==> src/rtl/hazard_detect.sv <==
// hazard_detect: RAW hazard flags/codes for the EX and MEM producer slots, plus load-use stall.
// Latency: hazard flags, codes and dual bits are registered (valid the cycle after decode); stall is combinational.
// Backpressure: stall holds PC/IF/ID for one cycle per load-use pair and inserts a bubble; flush overrides stall.
// Ports: clk, reset (async, active-high); id_* decode-stage instruction fields; flush redirect;
//        stall out; is_hazard1/hazard_reg1/dual1 (EX slot); is_hazard2/hazard_reg2/dual2 (MEM slot);
//        stall_count saturating count of stall cycles.
module hazard_detect #(
  parameter int CNT_W = 16
) (
  input  logic             clk,
  input  logic             reset,
  input  logic             id_valid,
  input  logic [4:0]       id_rs1,
  input  logic [4:0]       id_rs2,
  input  logic             id_use_rs1,
  input  logic             id_use_rs2,
  input  logic [4:0]       id_rd,
  input  logic             id_rd_we,
  input  logic             id_is_load,
  input  logic             flush,
  output logic             stall,
  output logic             is_hazard1,
  output logic [2:0]       hazard_reg1,
  output logic             is_hazard2,
  output logic [2:0]       hazard_reg2,
  output logic             dual1,
  output logic             dual2,
  output logic [CNT_W-1:0] stall_count
);

  // Producer history. The MEM slot keeps no load bit: a load that has reached
  // MEM is forwarded from mem rdata and never needs a stall.
  logic       ex_valid;
  logic [4:0] ex_rd;
  logic       ex_we;
  logic       ex_load;
  logic       mem_valid;
  logic [4:0] mem_rd;
  logic       mem_we;

  // A source is live only if decode holds a real instruction that actually
  // reads it, and it is not x0 (x0 is never a true dependency).
  logic rs1_live;
  logic rs2_live;
  logic ex_rs1;
  logic ex_rs2;
  logic mem_rs1;
  logic mem_rs2;
  logic kill;

  assign rs1_live = id_valid && id_use_rs1 && (id_rs1 != 5'd0);
  assign rs2_live = id_valid && id_use_rs2 && (id_rs2 != 5'd0);

  assign ex_rs1  = rs1_live && ex_valid  && ex_we  && (ex_rd  == id_rs1);
  assign ex_rs2  = rs2_live && ex_valid  && ex_we  && (ex_rd  == id_rs2);
  assign mem_rs1 = rs1_live && mem_valid && mem_we && (mem_rd == id_rs1);
  assign mem_rs2 = rs2_live && mem_valid && mem_we && (mem_rd == id_rs2);

  // A redirect discards the dependent instruction, so it must not stall.
  assign stall = ex_load && (ex_rs1 || ex_rs2) && !flush;

  // Either case puts a bubble into ID/EX, so nothing downstream should forward.
  assign kill = stall || flush;

  always_ff @(posedge clk or posedge reset) begin
    if (reset) begin
      ex_valid    <= 1'b0;
      ex_rd       <= 5'd0;
      ex_we       <= 1'b0;
      ex_load     <= 1'b0;
      mem_valid   <= 1'b0;
      mem_rd      <= 5'd0;
      mem_we      <= 1'b0;
      is_hazard1  <= 1'b0;
      hazard_reg1 <= 3'd0;
      dual1       <= 1'b0;
      is_hazard2  <= 1'b0;
      hazard_reg2 <= 3'd0;
      dual2       <= 1'b0;
      stall_count <= '0;
    end else begin
      // The EX-slot instruction is already past the branch decision, so it
      // moves to MEM even on a flush.
      mem_valid <= ex_valid;
      mem_rd    <= ex_rd;
      mem_we    <= ex_we;

      ex_valid <= id_valid && !kill;
      ex_rd    <= id_rd;
      ex_we    <= id_rd_we;
      ex_load  <= id_is_load;

      if (kill) begin
        is_hazard1  <= 1'b0;
        hazard_reg1 <= 3'd0;
        dual1       <= 1'b0;
        is_hazard2  <= 1'b0;
        hazard_reg2 <= 3'd0;
        dual2       <= 1'b0;
      end else begin
        // rs1 takes priority in the code; dual tells forwarding both sources hit.
        is_hazard1  <= ex_rs1 || ex_rs2;
        hazard_reg1 <= ex_rs1 ? 3'd1 : (ex_rs2 ? 3'd2 : 3'd0);
        dual1       <= ex_rs1 && ex_rs2;
        is_hazard2  <= mem_rs1 || mem_rs2;
        hazard_reg2 <= mem_rs1 ? 3'd3 : (mem_rs2 ? 3'd4 : 3'd0);
        dual2       <= mem_rs1 && mem_rs2;
      end

      if (stall && (stall_count != {CNT_W{1'b1}})) begin
        stall_count <= stall_count + {{(CNT_W-1){1'b0}}, 1'b1};
      end
    end
  end

endmodule

==> config.mk <==
export PLATFORM = sky130hd
export DESIGN_NAME = hazard_detect
export DESIGN_NICKNAME = d
export VERILOG_FILES = /design/src/rtl/hazard_detect.sv
export SDC_FILE = /design/constraint.sdc
export NUM_CORES = 1
export LEC_CHECK = 0
export ABC_CLOCK_PERIOD_IN_PS = 4200
export CAP_MARGIN = 40
export CORE_MARGIN = 1.5
export CORE_UTILIZATION = 53
export CTS_BUF_LIST = sky130_fd_sc_hd__clkbuf_8
export DETAILED_ROUTE_END_ITERATION = 10
export PLACE_DENSITY = 0.9
export RECOVER_POWER = 25
export SLEW_MARGIN = 10
export SYNTH_ARGS = -nofsm -noshare
export SYNTH_HDL_FRONTEND = slang
export SYNTH_SLANG_ARGS = --single-unit
==> constraint.sdc <==
create_clock -name clk -period 4.2 [get_ports clk]
set_clock_uncertainty 0.1 [all_clocks]
set_input_delay 0.84 -clock clk [delete_from_list [all_inputs] [get_ports clk]]
set_output_delay 0.84 -clock clk [all_outputs]
set_load 0.05 [all_outputs]
==> flow_summary.json <==
{
  "status": "complete, no violations",
  "pwr-share-seq_pct": 55.8,
  "place_inst": 249,
  "hpwlAfterDp_um": 2950,
  "wl_um": 3650,
  "antenna-diode-count": 0,
  "syn_nets": 179,
  "grt_use_total_pct": 21.4,
  "fin_crit_ns": 3.54,
  "yosysUniqueCellTypes": 32,
  "grt_pass1_vias": 1316,
  "yosys_register_bits": 39,
  "cts_resized": 0,
  "power_switching_mw": 0.156,
  "cts_tree": "yes",
  "max_freq_ghz": 0.283,
  "cts_max_level": 2,
  "n_fill_cell": 262,
  "synth_top_flop_cell": "dfrtp_1",
  "grt_max_degree": 17,
  "root_buffer": "clkbuf_8",
  "finalInstanceArea_mm2": 0.00244,
  "drt-initial-drc-count": 50,
  "slew_headroom_pct": 48.0,
  "die_area_mm2": 0.00381,
  "pwr-share-clk_pct": 35.0,
  "ioPinCount": 50,
  "p_comb_share_pct": 9.3,
  "syn_area_per_cell_um2": 11.8,
  "area_growth_pct": 33.7,
  "arrival_ns": 2.60,
  "synth.yosys.seq_area_share_pct": 53.5,
  "core_mm2": 0.00331,
  "layout-drive-gt1-share_pct": 13.3,
  "min_period_over_period_pct": 84.2,
  "hold_buffers": 0,
  "hold_viol": 0,
  "fin_nets": 234,
  "clkTransAtPathRegs_ns": 0.07,
  "synth_top_area_share_pct": 53.5,
  "std_cell_rows": 21,
  "mappedNetlistArea_mm2": 0.00183,
  "floorplan.initialDensity_pct": 55.1,
  "p_leak_nw": 1.04,
  "cp-end-kind": "primary output",
  "numPortBuffers": 48,
  "p_per_area_mw_per_mm2": 287,
  "worstMarginPinSlew_ns": 0.780,
  "cp-start-kind": "input pin",
  "synth_edf_count": 0,
  "vias": 1336,
  "numCtsBuffers": 5,
  "cts_buffer_depth": 2,
  "dr.pass1.iters": 4,
  "wl_per_cell_um": 14.3,
  "worstSetupPathType": "input pin to primary output",
  "synth_area_leaders": "dfrtp_1 (53%), xnor2_1 (8.6%), xor2_1 (8.2%), nor3_2 (2.7%), nor4_4 (2.3%)",
  "clock_sink_count": 39,
  "die_h_um": 61.7,
  "ys_async_sr_fraction_pct": 100,
  "mostFrequentLayoutCells": "dfrtp_1 (39), clkdlybuf4s50_1 (39), xnor2_1 (18)",
  "cellInternalPower_mw": 0.545,
  "synth_top_area_cell": "dfrtp_1",
  "hp-class": "flop to flop",
  "setup_viol_count_final": 0,
  "synthCells": 155,
  "path_max_fanout": 4,
  "grt_pass1_wl_um": 5980,
  "ant_nets": 0,
  "vdd_drop_max_v": 0.000257,
  "cp.required_ns": 3.26,
  "clock_latency_ns": 0.29,
  "antenna_found_initial": 0,
  "grt_setup_unrepaired": "no",
  "cts_setup_buffers": 0,
  "post_dp_cell_area_mm2": 0.00236,
  "drc_errors": 0,
  "switching_share_pct": 22.2,
  "tns_ns": 0,
  "via_per_inst": 5.22,
  "yosys_warnings": 0,
  "die_w_um": 61.7,
  "maxSlewViolCount": 0,
  "place.gp.congestion": 1.02,
  "stdcell_count": 256,
  "grt-ovfl-total": 0,
  "drv_cap": 0
}
logic make-up (layout without fill, tap and decap cells):
group                    after synthesis  count (layout)  share of synthesized area (%)
other                                  1               1                          0.205
adder cells (fa/ha/maj)                1               1                          0.685
AND/OR/NAND/NOR                       60              60                           20.5
buffers and inverters                  9              64                           2.67
multiplexers                           1               1                          0.822
AO/OA/AOI/OAI                          9               9                           4.87
flip-flops                            39              39                           53.5
XOR/XNOR                              35              35                           16.8
through the flow:
stage / setup slack (ns) / power [mW] / util, % / hold slack, ns
6_report: 0.662 / 0.700 / 73.7 / 0.283
5_1_grt: 0.578 / 0.726 / 73.7 / 0.305
4_1_cts: 0.666 / 0.708 / 74.1 / 0.284
3_5_place_dp: 0.670 / 0.466 / 71.4 / 0.270
3_3_place_gp: 0.687 / 0.462 / 71.0 / 0.262
2_1_floorplan: 1.10 / 0.430 / - / 0.254
final timing paths:
kind                                 from        endpoint  slack, ns  depth (start not counted)
worst min-delay path             ex_valid       mem_valid       0.28                          0
worst max register to register   ex_rd[0]  stall_count[1]       1.91                          7
min in group asynchronous           reset  stall_count[7]       0.87                          2
max in group asynchronous           reset  hazard_reg2[2]       1.90                          4
worst max-delay path            id_rs1[1]           stall       0.66                          7
worst min register to register   ex_valid       mem_valid       0.28                          0
registers in the layout, summed over array words and instances, names as in the netlist:
signal       count
stall_count     16
ex_rd            5
mem_rd           5
hazard_reg1      2
hazard_reg2      2
dual1            1
dual2            1
ex_load          1
ex_valid         1
ex_we            1
is_hazard1       1
is_hazard2       1
mem_valid        1
mem_we           1
cell usage after synthesis (all sizes together), types with 2 or more instances:
| cell type | count |
|---|---|
| xnor2 | 18 |
| xor2 | 17 |
| nor2 | 14 |
| nor4 | 4 |
| o21ai | 3 |
| nand2 | 9 |
| nor3 | 11 |
| or4 | 5 |
| dfrtp | 39 |
| nand3 | 7 |
| o211ai | 2 |
| nor3b | 2 |
| nand4 | 6 |
| buf | 3 |
| inv | 6 |
routing by layer:
layer  routed length (um)  track usage [%]  up-vias
met1                 1600             28.0      639
met5                    0                0        -
met2                 1830             34.0       46
met4                   75             9.12        0
li1                     -                -      642
met3                  153             5.38        9
power by group through the flow:
| stage | Sequential, mW | Combinational (mW) | Clock [mW] |
|---|---|---|---|
| finish | 0.391 | 0.0650 | 0.245 |
| global route | 0.392 | 0.0706 | 0.264 |
| CTS | 0.391 | 0.0682 | 0.249 |
| detailed placement | 0.398 | 0.0679 | 0 |
| global placement | 0.397 | 0.0646 | 0 |
| floorplan | 0.397 | 0.0323 | 0 |
area by class of cell:
| cell class | count | area, um^2 | area share, % |
|---|---|---|---|
| clock buffers | 6 | 82.6 | 3.38 |
| clock inverters | 1 | 5.00 | 0.205 |
| inverters | 6 | 22.5 | 0.923 |
| multi-input cells | 107 | 801 | 32.8 |
| flip-flops and latches | 39 | 976 | 40.0 |
| well taps | 46 | 57.6 | 2.36 |
| repair buffers | 51 | 497 | 20.3 |
worst max-delay path: stages:
cell             delay [ns]
clkdlybuf4s50_1        0.47
or4_1                  0.56
o211ai_2               0.24
nor4_4                 0.11
o21ai_4                0.16
inv_2                  0.04
buf_4                  0.18
(Power assumes the default switching activity.)
